==> config.mk <==
export PLATFORM = sky130hd
export DESIGN_NAME = bullet_controller
export DESIGN_NICKNAME = d
export VERILOG_FILES = /design/src/rtl/bullet_pkg.sv /design/src/rtl/bullet_controller_frame_tick_sync.sv /design/src/rtl/bullet_controller.sv
export SDC_FILE = /design/constraint.sdc
export NUM_CORES = 1
export LEC_CHECK = 0
export CAP_MARGIN = 25
export CORE_ASPECT_RATIO = 1.75
export CORE_UTILIZATION = 50
export DETAILED_ROUTE_END_ITERATION = 8
export PLACE_DENSITY_LB_ADDON = 0.25
export SYNTH_ARGS = -nofsm -noshare
export SYNTH_HDL_FRONTEND = slang
export SYNTH_SLANG_ARGS = --single-unit
==> constraint.sdc <==
create_clock -name Clk -period 2.8 [get_ports Clk]
set_clock_uncertainty 0.05 [all_clocks]
set_input_delay 0.42 -clock Clk [delete_from_list [all_inputs] [get_ports Clk]]
set_output_delay 0.42 -clock Clk [all_outputs]
set_load 0.01 [all_outputs]
==> src/rtl/bullet_pkg.sv <==
// Shared types and screen constants for the bullet controller slice.
package bullet_pkg;

    localparam int unsigned COORD_W          = 10;
    localparam int unsigned SCREEN_X_MAX_DEF = 639;
    localparam int unsigned SCREEN_Y_MAX_DEF = 479;

    typedef enum logic [1:0] {
        ST_IDLE     = 2'b00,
        ST_FLIGHT   = 2'b01,
        ST_COOLDOWN = 2'b10
    } state_e;

    typedef enum logic [1:0] {
        DIR_UP    = 2'b00,
        DIR_DOWN  = 2'b01,
        DIR_LEFT  = 2'b10,
        DIR_RIGHT = 2'b11
    } dir_e;

    typedef enum logic [1:0] {
        CAUSE_NONE    = 2'b00,
        CAUSE_BARRIER = 2'b01,
        CAUSE_EDGE    = 2'b10
    } cause_e;

endpackage

==> src/rtl/bullet_controller_frame_tick_sync.sv <==
// frame_tick_sync: brings the asynchronous frame strobe into the Clk domain
// and emits a one-cycle registered tick, three Clk edges after its rising edge.
module frame_tick_sync (
    input  logic clk_i,
    input  logic rst_ni,
    input  logic async_i,
    output logic tick_o
);

    logic meta_q;
    logic sync_q;
    logic hist_q;
    logic tick_q;

    // Two-flop synchronizer, history flop and registered rising-edge detect.
    always_ff @(posedge clk_i) begin
        if (!rst_ni) begin
            meta_q <= 1'b0;
            sync_q <= 1'b0;
            hist_q <= 1'b0;
            tick_q <= 1'b0;
        end else begin
            meta_q <= async_i;
            sync_q <= meta_q;
            hist_q <= sync_q;
            tick_q <= sync_q & ~hist_q;
        end
    end

    assign tick_o = tick_q;

endmodule

==> src/rtl/bullet_controller.sv <==
// bullet_controller: single-bullet shooter. IDLE -> FLIGHT -> COOLDOWN, all
// decisions taken on frame ticks. Optional macro BULLET_AUTOFIRE_EN makes fire
// level-qualified; by default fire needs a 0->1 transition between ticks.
module bullet_controller
    import bullet_pkg::*;
#(
    parameter int unsigned SCREEN_X_MAX    = SCREEN_X_MAX_DEF,
    parameter int unsigned SCREEN_Y_MAX    = SCREEN_Y_MAX_DEF,
    parameter int unsigned BULLET_STEP     = 4,
    parameter int unsigned BULLET_SIZE     = 2,
    parameter int unsigned COOLDOWN_FRAMES = 8
) (
    input  logic                 Clk,
    input  logic                 Reset_n,
    input  logic                 frame_clk,
    input  logic                 fire,
    input  logic [1:0]           direction,
    input  logic [COORD_W-1:0]   BallX,
    input  logic [COORD_W-1:0]   BallY,
    input  logic                 bullet_collision,
    output logic [COORD_W-1:0]   BulletX,
    output logic [COORD_W-1:0]   BulletY,
    output logic [COORD_W-1:0]   Bullet_Size,
    output logic                 bullet_active,
    output logic                 shot_done,
    output logic [1:0]           despawn_cause
);

    localparam logic [10:0]        EDGE_SPAN = 11'(BULLET_STEP + BULLET_SIZE);
    localparam logic [10:0]        X_LIMIT   = 11'(SCREEN_X_MAX);
    localparam logic [10:0]        Y_LIMIT   = 11'(SCREEN_Y_MAX);
    localparam logic [COORD_W-1:0] STEP      = COORD_W'(BULLET_STEP);
    localparam logic [7:0]         CD_LOAD   = 8'(COOLDOWN_FRAMES);

    state_e              state_q;
    dir_e                dir_q;
    cause_e              cause_q;
    logic [COORD_W-1:0]  bullet_x_q;
    logic [COORD_W-1:0]  bullet_y_q;
    logic [COORD_W-1:0]  bullet_x_d;
    logic [COORD_W-1:0]  bullet_y_d;
    logic                active_q;
    logic                done_q;
    logic [7:0]          cool_q;

    logic                frame_tick;
    logic                fire_qual;
    logic                hit_edge;
    logic [10:0]         x_ext;
    logic [10:0]         y_ext;

    frame_tick_sync u_sync (
        .clk_i   (Clk),
        .rst_ni  (Reset_n),
        .async_i (frame_clk),
        .tick_o  (frame_tick)
    );

`ifdef BULLET_AUTOFIRE_EN
    assign fire_qual = fire;
`else
    logic fire_prev_q;

    // Fire level seen on the previous tick, for 0->1 qualification.
    always_ff @(posedge Clk) begin
        if (!Reset_n) begin
            fire_prev_q <= 1'b0;
        end else if (frame_tick) begin
            fire_prev_q <= fire;
        end
    end

    assign fire_qual = fire & ~fire_prev_q;
`endif

    // Edge test in 11 bits so additions near the limit cannot wrap, plus the stepped position.
    always_comb begin
        x_ext      = {1'b0, bullet_x_q};
        y_ext      = {1'b0, bullet_y_q};
        hit_edge   = 1'b0;
        bullet_x_d = bullet_x_q;
        bullet_y_d = bullet_y_q;
        case (dir_q)
            DIR_UP: begin
                hit_edge   = y_ext < EDGE_SPAN;
                bullet_y_d = bullet_y_q - STEP;
            end
            DIR_DOWN: begin
                hit_edge   = (y_ext + EDGE_SPAN) > Y_LIMIT;
                bullet_y_d = bullet_y_q + STEP;
            end
            DIR_LEFT: begin
                hit_edge   = x_ext < EDGE_SPAN;
                bullet_x_d = bullet_x_q - STEP;
            end
            DIR_RIGHT: begin
                hit_edge   = (x_ext + EDGE_SPAN) > X_LIMIT;
                bullet_x_d = bullet_x_q + STEP;
            end
        endcase
    end

    // Shot state machine with registered outputs; acts only on frame ticks.
    always_ff @(posedge Clk) begin
        if (!Reset_n) begin
            state_q    <= ST_IDLE;
            dir_q      <= DIR_UP;
            cause_q    <= CAUSE_NONE;
            bullet_x_q <= '0;
            bullet_y_q <= '0;
            active_q   <= 1'b0;
            done_q     <= 1'b0;
            cool_q     <= '0;
        end else begin
            done_q <= 1'b0;
            if (frame_tick) begin
                case (state_q)
                    ST_IDLE: begin
                        if (fire_qual) begin
                            bullet_x_q <= BallX;
                            bullet_y_q <= BallY;
                            dir_q      <= dir_e'(direction);
                            cause_q    <= CAUSE_NONE;
                            active_q   <= 1'b1;
                            state_q    <= ST_FLIGHT;
                        end
                    end
                    ST_FLIGHT: begin
                        if (bullet_collision || hit_edge) begin
                            if (bullet_collision) begin
                                cause_q <= CAUSE_BARRIER;
                            end else begin
                                cause_q <= CAUSE_EDGE;
                            end
                            done_q   <= 1'b1;
                            active_q <= 1'b0;
                            cool_q   <= CD_LOAD;
                            state_q  <= ST_COOLDOWN;
                        end else begin
                            bullet_x_q <= bullet_x_d;
                            bullet_y_q <= bullet_y_d;
                        end
                    end
                    ST_COOLDOWN: begin
                        cool_q <= cool_q - 8'd1;
                        if (cool_q == 8'd1) begin
                            state_q <= ST_IDLE;
                        end
                    end
                    default: begin
                        state_q <= ST_IDLE;
                    end
                endcase
            end
        end
    end

    assign BulletX       = bullet_x_q;
    assign BulletY       = bullet_y_q;
    assign Bullet_Size   = COORD_W'(BULLET_SIZE);
    assign bullet_active = active_q;
    assign shot_done     = done_q;
    assign despawn_cause = cause_q;

endmodule

==> impl_metrics.env <==
export IMPL_synth_top_area_share=0.278
export IMPL_regArea_um2=821
export IMPL_path_depth=9
export IMPL_routed_via_density=5.75
export IMPL_wire_per_inst_um=15.1
export IMPL_power_per_cell_area_nw_per_um2=331
export IMPL_io_buffer_count=50
export IMPL_die_y_um=104
export IMPL_overflow=0
export IMPL_cts_setup_buffers=0
export IMPL_setup_tns_ps=0
export IMPL_h_tree_depth=2
export IMPL_cp_required_ps=2940
export IMPL_worstMarginPinSlew_ps=615
export IMPL_critical_path_cell_chain="nand2_1 > fa_1 > a21o_1 > a21oi_1 > o21bai_1 > a21oi_1 > xor2_1 > o21ai_0 > o311a_1"
export IMPL_synthArstFlopShare=0
export IMPL_rows=36
export IMPL_cts_resized=0
export IMPL_slowest_delay_ps=470
export IMPL_finalWirelength_um=7470
export IMPL_grt_pass1_wl_um=12300
export IMPL_dr_pass1_iters=4
export IMPL_hold_path_class="flop to flop"
export IMPL_slew_headroom=0.590
export IMPL_r2r_cells=9
export IMPL_critical_path_class="flop to flop"
export IMPL_cts_sinks=41
export IMPL_cts_tree="yes"
export IMPL_fill_cells=519
export IMPL_antenna_found_initial=0
export IMPL_synthFlopType="dfxtp_1"
export IMPL_drtIter0Drc=120
export IMPL_cts_buffer_depth=2
export IMPL_max_cap_viol_count=0
export IMPL_boundaryPins=61
export IMPL_dieArea_um2=6230
export IMPL_ant_nets=0
export IMPL_areaGrowthSynthToFinish_pct=23.0
export IMPL_netlist_instances=364
export IMPL_max_freq_mhz=395
export IMPL_cts_buffers=5
export IMPL_ys_seq_area_frac=0.278
export IMPL_power_leakage_nw=1.43
export IMPL_vdd_drop_max_mv=0.259
export IMPL_synth_area_um2=2950
export IMPL_synth_area_leaders="dfxtp_1, ha_1, nand2_1"
export IMPL_timing_rr_start="dir_q[0]"
export IMPL_vias=2844
export IMPL_track_usage=0.250
export IMPL_min_from="u_sync.hist_q"
export IMPL_gp_congestion=0.871
export IMPL_crit_slowest_cell="dfxtp_1"
export IMPL_drcViolationCount=0
export IMPL_critPathBufInv=0
export IMPL_finalCriticalPeriod_ps=2530
export IMPL_initial_core_util=0.525
export IMPL_synth_distinct_cells=63
export IMPL_clkTransAtPathRegs_ps=80
export IMPL_crit_path_start="dir_q[0]"
export IMPL_crit_top_cell="a21oi_1"
export IMPL_final_hold_viol_count=0
export IMPL_avgSynthCellArea_um2=8.12
export IMPL_yosys_warnings=0
export IMPL_crit_end="BulletX[8]"
export IMPL_die_x_um=60.1
export IMPL_crit_family="compound AO/OA/AOI/OAI gates"
export IMPL_drive_gt1_frac=0.0955
export IMPL_r2r_slack_ps=270
export IMPL_status="completed"
export IMPL_stdcell_count=495
export IMPL_grt_pass1_vias=2649
export IMPL_fin_nets=465
export IMPL_coreArea_um2=5630
export IMPL_startpoint_type="flop"
export IMPL_layout_cells_most_common="clkdlybuf4s50_1"
export IMPL_synth_edf_count=0
export IMPL_final_max_slew_violation_count=0
export IMPL_grt_max_degree=19
export IMPL_synth_seq_cells=41
export IMPL_worst_r2r_endpoint="BulletX[8]"
export IMPL_min_path_cells=1
export IMPL_place_inst=487
export IMPL_multiInputGateArea_um2=1940
export IMPL_setup_viol=0
export IMPL_rsz0062_at_grt="no"
export IMPL_hold_buffers=0
export IMPL_finalCritPeriodShare=0.905
export IMPL_diodes=0
export IMPL_cp_arrival_ps=2670
export IMPL_cp_end_kind="flop"
export IMPL_clock_latency_ps=290
export IMPL_cts_root_buffer="clkbuf_8"
export IMPL_place_detailed_hpwl_um=5580
export IMPL_yosys_area_top_type="dfxtp_1"
export IMPL_crit_fanout=6
export IMPL_final_cell_mix="clkdlybuf4s50_1, nand2_1, dfxtp_1"
-- metal layers --
layer,up-vias,GRT usage,wire [µm]
met2,70,0.411,3750
met1,1336,0.312,3170
li1,1415,-,-
met4,0,0.111,278
met5,-,0,0
met3,23,0.0325,271
-- stage by stage --
step / area [µm²] / total power [mW] / hold slack, ps / utilization / setup WS (ps)
finish: 3630 / 1.20 / 344 / 0.646 / 266
global route: 3630 / 1.26 / 372 / 0.646 / 90.8
CTS: 3630 / 1.21 / 347 / 0.646 / 254
detailed placement: 3550 / 0.826 / 324 / 0.630 / 267
global placement: 3550 / 0.822 / 328 / 0.630 / 276
floorplan: 2980 / 0.756 / 317 / - / 277
-- Yosys cell counts, types with 6 or more instances --
master	n
nand2_1	43
dfxtp_1	41
a21oi_1	32
nor2_1	27
ha_1	18
inv_1	16
clkbuf_1	12
buf_4	10
nand3_1	10
o21ai_0	9
o221ai_1	9
mux2i_1	8
nor3_1	8
xor2_1	7
a211oi_1	6
a21o_1	6
nand4_1	6
-- sequential cells by signal, summed over array words and instances, names as in the netlist, 2 cells and up --
| register | count |
|---|---|
| state_q | 2 |
| dir_q | 2 |
| cool_q | 8 |
| despawn_cause | 2 |
| BulletX | 10 |
| BulletY | 10 |
-- kinds of logic (layout without fill, tap and decap cells) --
| family | after synthesis | after routing | synth area share |
|---|---|---|---|
| and+or+nand+nor | 128 | 128 | 0.213 |
| AOI/OAI and AO/OA | 106 | 106 | 0.269 |
| buffers and inverters | 45 | 92 | 0.0767 |
| DFF | 41 | 41 | 0.278 |
| adders and majority gates | 20 | 20 | 0.0898 |
| xor gates and xnor gates | 12 | 12 | 0.0356 |
| muxes | 10 | 10 | 0.0360 |
| other | 2 | 10 | 0.00254 |
-- power by group --
part	switching (mW)	internal, mW	total, mW
sequential	0.0127	0.592	0.605
combinational	0.104	0.105	0.209
clock	0.218	0.172	0.390
-- area by class of cell --
class | count | area share
clock buffer | 5 | 0.0189
clock inverter | 3 | 0.00482
multi-input combinational | 286 | 0.533
sequential | 41 | 0.226
tap | 76 | 0.0262
timing repair buffer | 68 | 0.175
inverter | 16 | 0.0165
-- worst min-delay path by stage --
stage                          endpoint  slack (ps)
after floorplan           u_sync.tick_o         320
after global placement    u_sync.tick_o         330
after detailed placement  u_sync.tick_o         320
after CTS                 u_sync.tick_o         350
after global routing      u_sync.tick_o         370
final                     u_sync.tick_o         340
Note: power is estimated with default switching activity, not from simulation.
